**src/rtl/gpu_pkg.sv**
```systemverilog
// gpu_pkg: shared widths, framebuffer defaults and write-FSM state encoding
package gpu_pkg;
  localparam int COORD_W = 8;
  localparam int COLOR_W = 24;
  localparam int FB_WIDTH_DEF = 256;
  localparam int FB_HEIGHT_DEF = 256;
  typedef enum logic {IDLE = 1'b0, WRITE = 1'b1} wr_state_e;
endpackage

```
**src/rtl/pixel_sync_fifo.sv**
```systemverilog
// pixel_sync_fifo: show-ahead sync FIFO (push/pop/din in; dout head, full, empty, count out); push while full is refused unless a pop frees a slot
module pixel_sync_fifo #(
  parameter int WIDTH = 40,
  parameter int DEPTH = 8
) (
  input  logic                     clk,
  input  logic                     rst_n,
  input  logic                     push,
  input  logic                     pop,
  input  logic [WIDTH-1:0]         din,
  output logic [WIDTH-1:0]         dout,
  output logic                     full,
  output logic                     empty,
  output logic [$clog2(DEPTH):0]   count
);
  localparam int AW = $clog2(DEPTH);
  logic [WIDTH-1:0] mem_q [DEPTH];
  logic [AW-1:0] wr_q, rd_q;
  logic [AW:0] cnt_q;
  logic do_push, do_pop;
  assign do_pop = pop && !empty;
  assign do_push = push && (!full || do_pop);
  assign full = cnt_q == (AW+1)'(DEPTH);
  assign empty = cnt_q == '0;
  assign count = cnt_q;
  assign dout = mem_q[rd_q];
  always_ff @(posedge clk) begin
    if (do_push) mem_q[wr_q] <= din;
  end
  always_ff @(posedge clk or negedge rst_n) begin
    if (!rst_n) begin
      wr_q <= '0;
      rd_q <= '0;
      cnt_q <= '0;
    end else begin
      if (do_push) wr_q <= wr_q + AW'(1);
      if (do_pop) rd_q <= rd_q + AW'(1);
      cnt_q <= cnt_q + (AW+1)'(do_push) - (AW+1)'(do_pop);
    end
  end
endmodule

```
**src/rtl/pixel_fb_writer.sv**
```systemverilog
// pixel_fb_writer: clips rasterizer pixels, buffers them, writes them over mem_req/mem_ack, reports frame_done/overflow/busy and pixel/clip counts
module pixel_fb_writer
  import gpu_pkg::*;
#(
  parameter int FB_WIDTH = FB_WIDTH_DEF,
  parameter int FB_HEIGHT = FB_HEIGHT_DEF,
  parameter int FIFO_DEPTH = 8,
  parameter int ADDR_W = 16
) (
  input  logic               clk,
  input  logic               rst_n,
  input  logic               pix_valid,
  input  logic [COORD_W-1:0] pix_x,
  input  logic [COORD_W-1:0] pix_y,
  input  logic [COLOR_W-1:0] pix_color,
  input  logic               shape_done,
  output logic               mem_req,
  output logic [ADDR_W-1:0]  mem_addr,
  output logic [COLOR_W-1:0] mem_wdata,
  input  logic               mem_ack,
  output logic               busy,
  output logic               frame_done,
  output logic               overflow,
  output logic [15:0]        pix_count,
  output logic [15:0]        clip_count
);
  localparam int EW = ADDR_W + COLOR_W;
  logic in_range, push, pop, commit, fire, full, empty;
  logic [$clog2(FIFO_DEPTH):0] count;
  logic [EW-1:0] din, dout;
  wr_state_e state_q, state_d;
  logic [ADDR_W-1:0] addr_q, addr_d;
  logic [COLOR_W-1:0] wdata_q, wdata_d;
  logic [15:0] pix_cnt_q, pix_cnt_d, clip_cnt_q, clip_cnt_d;
  logic ovf_q, ovf_d, pend_q, pend_d, sd_q;
  assign in_range = 32'(pix_x) < FB_WIDTH && 32'(pix_y) < FB_HEIGHT;
  assign push = pix_valid && in_range;
  assign din = {ADDR_W'(pix_y) * ADDR_W'(FB_WIDTH) + ADDR_W'(pix_x), pix_color};
  assign commit = state_q == WRITE && mem_ack;
  // IDLE pops whenever data waits; WRITE pops only on the ack that retires the current write
  assign pop = !empty && (state_q == IDLE || mem_ack);
  assign fire = pend_q && empty && state_q == IDLE;
  pixel_sync_fifo #(.WIDTH(EW), .DEPTH(FIFO_DEPTH)) u_fifo (
    .clk(clk), .rst_n(rst_n), .push(push), .pop(pop), .din(din),
    .dout(dout), .full(full), .empty(empty), .count(count)
  );
  always_comb begin
    state_d = pop ? WRITE : (commit ? IDLE : state_q);
    {addr_d, wdata_d} = pop ? dout : {addr_q, wdata_q};
    pix_cnt_d = pix_cnt_q + 16'(commit);
    clip_cnt_d = clip_cnt_q + 16'(pix_valid && !in_range);
    ovf_d = ovf_q | (push && full && !pop);
    // a new done edge coinciding with the pulse starts a fresh pending shape
    pend_d = (shape_done && !sd_q) || (pend_q && !fire);
  end
  always_ff @(posedge clk or negedge rst_n) begin
    if (!rst_n) begin
      state_q <= IDLE;
      addr_q <= '0;
      wdata_q <= '0;
      pix_cnt_q <= '0;
      clip_cnt_q <= '0;
      ovf_q <= 1'b0;
      pend_q <= 1'b0;
      sd_q <= 1'b0;
    end else begin
      state_q <= state_d;
      addr_q <= addr_d;
      wdata_q <= wdata_d;
      pix_cnt_q <= pix_cnt_d;
      clip_cnt_q <= clip_cnt_d;
      ovf_q <= ovf_d;
      pend_q <= pend_d;
      sd_q <= shape_done;
    end
  end
  assign mem_req = state_q == WRITE;
  assign mem_addr = addr_q;
  assign mem_wdata = wdata_q;
  assign busy = count != '0 || mem_req || pend_q;
  assign frame_done = fire;
  assign overflow = ovf_q;
  assign pix_count = pix_cnt_q;
  assign clip_count = clip_cnt_q;
endmodule

```
**config.mk**
```make
export PLATFORM = sky130hd
export DESIGN_NAME = pixel_fb_writer
export DESIGN_NICKNAME = d
export VERILOG_FILES = /design/src/rtl/gpu_pkg.sv /design/src/rtl/pixel_sync_fifo.sv /design/src/rtl/pixel_fb_writer.sv
export SDC_FILE = /design/constraint.sdc
export NUM_CORES = 1
export LEC_CHECK = 0
export ABC_AREA = 1
export BUFFER_PORTS_ARGS = -buffer_cell sky130_fd_sc_hd__buf_4
export CAP_MARGIN = 20
export CORE_ASPECT_RATIO = 0.7
export CORE_MARGIN = 2
export CORE_UTILIZATION = 59
export CTS_BUF_LIST = sky130_fd_sc_hd__clkbuf_2
export CTS_CLUSTER_SIZE = 14
export DETAILED_ROUTE_END_ITERATION = 7
export PLACE_DENSITY = 0.81
export SLEW_MARGIN = 10
export SYNTH_ARGS = -nofsm -noshare
export SYNTH_HDL_FRONTEND = slang
export SYNTH_SLANG_ARGS = --single-unit
```
**constraint.sdc**
```tcl
create_clock -name clk -period 3.94 [get_ports clk]
set_input_delay 0.197 -clock clk [delete_from_list [all_inputs] [get_ports clk]]
set_output_delay 0.197 -clock clk [all_outputs]
set_load 0.02 [all_outputs]
```
# [After elaboration in Yosys (flattened, before gate mapping)]
# Memories as Yosys holds them, arrays and structs flattened. A register that Yosys moved wholly into a read port is not among the register bits.
# Index checks and enable logic that the tools add are counted.
[totals] ramBits=320 output_inout_bits=76 mem_count=1 inputBits=45 register_bits=30 word_cells=46
[memory_table] name="u_fifo.mem_q" words=8 word_bits=40 read_ports=1 rd_clocked_by_memory_dff=1 wr=1 line="pixel_sync_fifo.sv:17" text="logic [WIDTH-1:0] mem_q [DEPTH];"
[op_classes] bitwise_logic=2 n_mux=4 eq_ne=1 add_sub_neg=6 n_reduce_logical=24
[op_table] op="adder 16 x 1 -> 16 bit" n=1
[op_table] op="adder 16 x 8 -> 16 bit" n=1
[op_table] op="logical AND 1 bit" n=10
[op_table] op="adder 3 x 1 -> 3 bit, second input constant" n=2
[op_table] op="logical NOT 1 bit" n=6
[op_table] op="logical OR 1 bit" n=5
[op_table] op="adder 4 x 1 -> 4 bit" n=1
[op_table] op="== test 4 bit, second input constant" n=1
[op_table] op="logical NOT 4 bit" n=1
[op_table] op="two-way mux 1 bit" n=4
[op_table] op="nonzero test 4 bit" n=1
[op_table] op="subtractor 4 x 1 -> 4 bit" n=1
[op_table] op="nonzero test 2 bit" n=1
[op_table] op="inverter 1 bit" n=1
[op_table] op="OR 1 bit" n=1

# [Depth between registers and ports, before layout]
[logic_depth] depth_word=8 ltp_mapped=11 ltp_nobuf=11

# [By module]
# Synthesis repeated with hierarchy kept, for this count alone.
[unflattened] hier_cells=1433 hier_area_um2=16052.9
[modules_own_cells] module="pixel_sync_fifo" cells_each=1139 area_per_inst_um2=13437.9 seq_area_each_um2=9859.5 instances=1
[modules_own_cells] module="pixel_fb_writer" cells_each=294 area_per_inst_um2=2615.0 seq_area_each_um2=1501.4 instances=1

# [Worst setup path before layout]
# No wires, ideal clock.
[synth_timing] kind="register to register" start="reg state_q (netlist: mem_req)" end="mem u_fifo.mem_q[0][0], enable pin" setup_time_ns=0.437 t_required_ns=3.503 period_less_slack_ns=3.230 n_path_buf=0 stages_incl_launch_ff=7 t_arrival_ns=2.793 setup_slack_ns=0.710 path_cell_list="dfrtp_1 > nand2_1 > nand2_1 > nand2_4 > a21oi_4 > nand2_1 > nor2_1"
[synth_between] elab_chain_len=8
[synth_rtl] element="start: declaration" line="pixel_fb_writer.sv:31" text="wr_state_e state_q, state_d;"
[synth_rtl] element="start signal: assignment" line="pixel_fb_writer.sv:67" text="state_q <= state_d;"
[synth_rtl] element="inverter 1 bit" line="pixel_fb_writer.sv:41" text="assign pop = !empty && (state_q == IDLE || mem_ack);"
[synth_rtl] element="logical OR 1 bit" line="pixel_fb_writer.sv:41"
[synth_rtl] element="logical AND 1 bit" line="pixel_fb_writer.sv:41"
[synth_rtl] element="logical AND 1 bit" line="pixel_sync_fifo.sv:21" text="assign do_pop = pop && !empty;"
[synth_rtl] element="logical OR 1 bit" line="pixel_sync_fifo.sv:22" text="assign do_push = push && (!full || do_pop);"
[synth_rtl] element="logical AND 1 bit" line="pixel_sync_fifo.sv:22"
[synth_rtl] element="net u_fifo.do_push" line="pixel_sync_fifo.sv:20" text="logic do_push, do_pop;"
[synth_rtl] element="two-way mux 1 bit" line="pixel_sync_fifo.sv:28" text="if (do_push) mem_q[wr_q] <= din;"
[synth_rtl] element="two-way mux 1 bit (not written as such)" line="pixel_sync_fifo.sv:28"
[synth_rtl] element="end: declaration" line="pixel_sync_fifo.sv:17"
# The timed path passes the listed nets, and every way through them passes these cells.

# [Worst setup path in the final report]
[layout_timing] start="reg u_fifo.cnt_q[2] (netlist: u_fifo.count[2])" end="reg addr_q[14] (netlist: mem_addr[14]), read port of u_fifo.mem_q"
[layout_between] elab_chain_len=3
[layout_rtl] element="start: declaration" line="pixel_sync_fifo.sv:19" text="logic [AW:0] cnt_q;"
[layout_rtl] element="start signal: assignment" line="pixel_sync_fifo.sv:38" text="cnt_q <= cnt_q + (AW+1)'(do_push) - (AW+1)'(do_pop);"
[layout_rtl] element="logical NOT 4 bit" line="pixel_sync_fifo.sv:24" text="assign empty = cnt_q == '0;"
[layout_rtl] element="logical NOT 1 bit" line="pixel_fb_writer.sv:41"
[layout_rtl] element="logical AND 1 bit" line="pixel_fb_writer.sv:41"
[layout_rtl] element="end: declaration" line="pixel_fb_writer.sv:32" text="logic [ADDR_W-1:0] addr_q, addr_d;"
# No other way between the ends.
# A chain may end at the register's enable or synchronous reset.

==> impl_metrics.py <==
metrics = {
    "synth": {
        "avgSynthCellArea_sq_um": 10.5,
        "synth.distinct_cells": 29,
        "synthAdderAreaFrac_pct": 0.802,
        "synth_top_family_by_area": "simple AND/OR/NAND/NOR gates",
        "yosys_warnings": 0,
        "synth_top_cell_by_area": "edfxtp_1",
        "synth_compound_area_share_pct": 0.333,
        "post_synth_main_area_contributors": "edfxtp_1, nand2_1, dfrtp_1",
        "syn_area_sq_mm": 0.0165,
        "synth_simple_gate_area_share_pct": 20.2,
        "synth_edf_count": 320,
        "netlist_instances": 1575,
        "muxShareOfSynthArea_pct": 0,
        "ys_seq_area_share_pct": 68.7,
        "ys_ff_latch": 390,
        "yosysTopAreaCellShare_pct": 58.1,
        "synthArstFlopShare_pct": 17.9,
        "synth_ff_type": "edfxtp_1",
        "yosys.area_share.xor_xnor_pct": 0.794,
    },
    "placement": {
        "hpwl_um": 21100,
        "port_buffers": 104,
        "dpl_cell_area_sq_mm": 0.0176,
        "place_congestion": 0.768,
        "placedCellCount": 1997,
    },
    "cts": {
        "cts_root_buf": "clkbuf_2",
        "numCtsBuffers": 88,
        "post_cts_buffers": 0,
        "post_cts_resized": 0,
        "clock-sinks": 390,
        "hold_buffers": 87,
        "cts_max_level": 3,
        "cts_buffer_depth": 3,
        "cts.clk_slew.worst_paths_ns": 0.12,
        "cts_tree": "built",
        "clock_latency_ns": 0.93,
    },
    "sta": {
        "rsz0062_at_grt": "no",
        "setup_violations": 0,
        "finClkSkew_ns": 0.0756,
        "timing.final.crit_share_pct": 71.1,
        "max_freq_ghz": 0.357,
        "worstMarginPinSlew_ns": 1.05,
        "timing.slew.headroom_pct": 29.8,
        "finalCriticalPeriod_ns": 2.80,
        "finalHoldViolCount": 0,
        "tns_ns": 0,
        "maxSlewViolCount": 0,
    },
    "power_and_ir_drop": {
        "switching_share_pct": 39.5,
        "power.leakage_nw": 8.86,
        "ir_drop_uv": 441,
        "p_int_w": 0.00776,
        "combPwrFrac_pct": 36.1,
        "seqPwrFrac_pct": 43.4,
        "p_switching_w": 0.00507,
        "power_frac_clock_pct": 20.6,
        "powerDensity_mw_per_mm2": 662,
    },
    "finish": {
        "design_area_sq_mm": 0.0194,
        "multiInputGateArea_sq_mm": 0.00377,
        "nets": 1859,
        "layout_common_cells": "nand2_1, edfxtp_1, inv_1",
        "drive_gt1_share_pct": 15.2,
        "syn2layout_area_growth_pct": 17.1,
        "fillerInstances": 1956,
        "layout_commonest_cell": "nand2_1",
        "register_area_sq_mm": 0.0114,
        "final_cells": 2251,
    },
    "routing": {
        "first_pass_iters": 6,
        "wire_per_inst_um": 17.2,
        "finalWirelength_um": 38700,
        "drtAntennaViolNets": 0,
        "num_vias": 11800,
        "first_iter_violations": 1137,
        "vias_per_cell": 5.24,
        "drc": 0,
    },
    "die": {
        "die_area_sq_mm": 0.0294,
        "rows": 51,
        "die_w_um": 204,
        "core_sq_mm": 0.0277,
        "die_y_um": 144,
        "start_util_pct": 59.7,
        "top_level_ports": 121,
    },
    "setup_path": {
        "start_kind": "flop",
        "worstSetupPathType": "flop to flop",
        "cp.arrival_ns": 3.58,
        "endpoint_kind": "flop",
        "critPathMaxFanout": 43,
        "required_ns": 4.71,
    },
    "global_route": {
        "grt_start_max_net_pins": 162,
        "gr-total-overflow": 0,
        "grt_pass1_wl_um": 60300,
        "grt_use_total_pct": 26.9,
        "grt_pass1_vias": 11800,
        "antenna_found_initial": 1,
    },
    "outcome": {
        "status": "completed",
    },
    "run": {
        "drv_cap": 0,
    },
    "hold_path": {
        "hold_path.class": "primary input to flop",
    },
}
-- per-stage QoR --
step	power, W	hold slack [ns]	utilization, %	worst slack [ns]
final	0.0128	0.0717	70.0	1.14
after global routing	0.0136	0.0157	70.0	0.957
after global placement	0.00996	0.319	63.6	1.35
after floorplan	0.00870	-0.0986	-	0.710
after CTS	0.0128	0.00517	69.9	1.19
after detailed placement	0.0101	0.322	63.6	1.23
-- logic make-up (layout without fill, tap and decap cells) --
kind of cell / after synthesis / count (layout)
simple gates: 798 / 798
flops: 390 / 390
buf+inv: 353 / 642
xor+xnor: 15 / 15
fa+ha+maj: 10 / 10
compound gates: 8 / 8
other cells: 1 / 17
-- area by class of cell --
class / count / share of cell area, %
antenna: 1 / 0.0129
clock buffer: 139 / 3.59
clock inverter: 26 / 0.801
inverter: 268 / 5.21
multi-input combinational: 847 / 19.5
sequential: 390 / 58.7
tap: 371 / 2.40
timing repair buffer: 209 / 9.84
-- routing by layer --
metal / GRT usage (%) / wire, um / up-vias
met5: 0 / 0 / -
met4: 9.95 / 637 / 0
li1: - / - / 5537
met2: 44.4 / 18700 / 588
met1: 35.9 / 16000 / 5595
met3: 5.50 / 3330 / 65
-- synthesized netlist by cell type (4+ instances only) --
library cell  number
nand3_1          246
buf_2             35
buf_4             19
xor2_1            12
nor2_1            19
edfxtp_1         320
nand2_1          521
clkbuf_1          12
buf_1              8
nor3_1             6
o21ai_0            4
ha_1               9
buf_6             11
dfrtp_1           70
inv_1            265
-- sequential cells by signal, summed over array words and instances (netlist names) --
name,cells
sd_q,1
mem_addr,16
mem_req,1
pix_count,16
pend_q,1
overflow,1
u_fifo.rd_q,3
mem_wdata,24
u_fifo.wr_q,3
u_fifo.count,4
u_fifo.mem_q,320
-- power groups by stage --
stage / Combinational, W / Clock (W) / Sequential, W
final: 0.00463 / 0.00264 / 0.00556
after detailed placement: 0.00451 / 0 / 0.00563
after CTS: 0.00459 / 0.00267 / 0.00555
after floorplan: 0.00284 / 0 / 0.00586
after global placement: 0.00435 / 0 / 0.00561
after global routing: 0.00510 / 0.00288 / 0.00562
-- final timing paths --
path | end | slack (ns) | cells past startpoint | from
hold / removal | u_fifo.mem_q[4][17]$_DFFE_PP_ | 0.07 | 2 | pix_color[17]
setup reg to reg | mem_addr[14]$_DFFE_PN0N_ | 1.14 | 8 | u_fifo.count[2]$_DFF_PN0_
hold reg to reg | pend_q$_DFF_PN0_ | 0.46 | 1 | sd_q$_DFF_PN0_
max in group asynchronous | mem_addr[6]$_DFFE_PN0N_ | 3.11 | 4 | rst_n
setup / recovery | mem_addr[14]$_DFFE_PN0N_ | 1.14 | 8 | u_fifo.count[2]$_DFF_PN0_
min in group asynchronous | mem_addr[15]$_DFFE_PN0N_ | 0.24 | 3 | rst_n
-- critical path: stages (launching register included) --
cell	delay (ns)
dfrtp_1	0.39
inv_1	0.10
ha_1	0.18
nand3_2	0.14
nand2_4	0.23
buf_4	0.43
clkinv_2	0.76
nand3_1	0.31
nand2_1	0.09
Power figures use the tool's default switching activity.
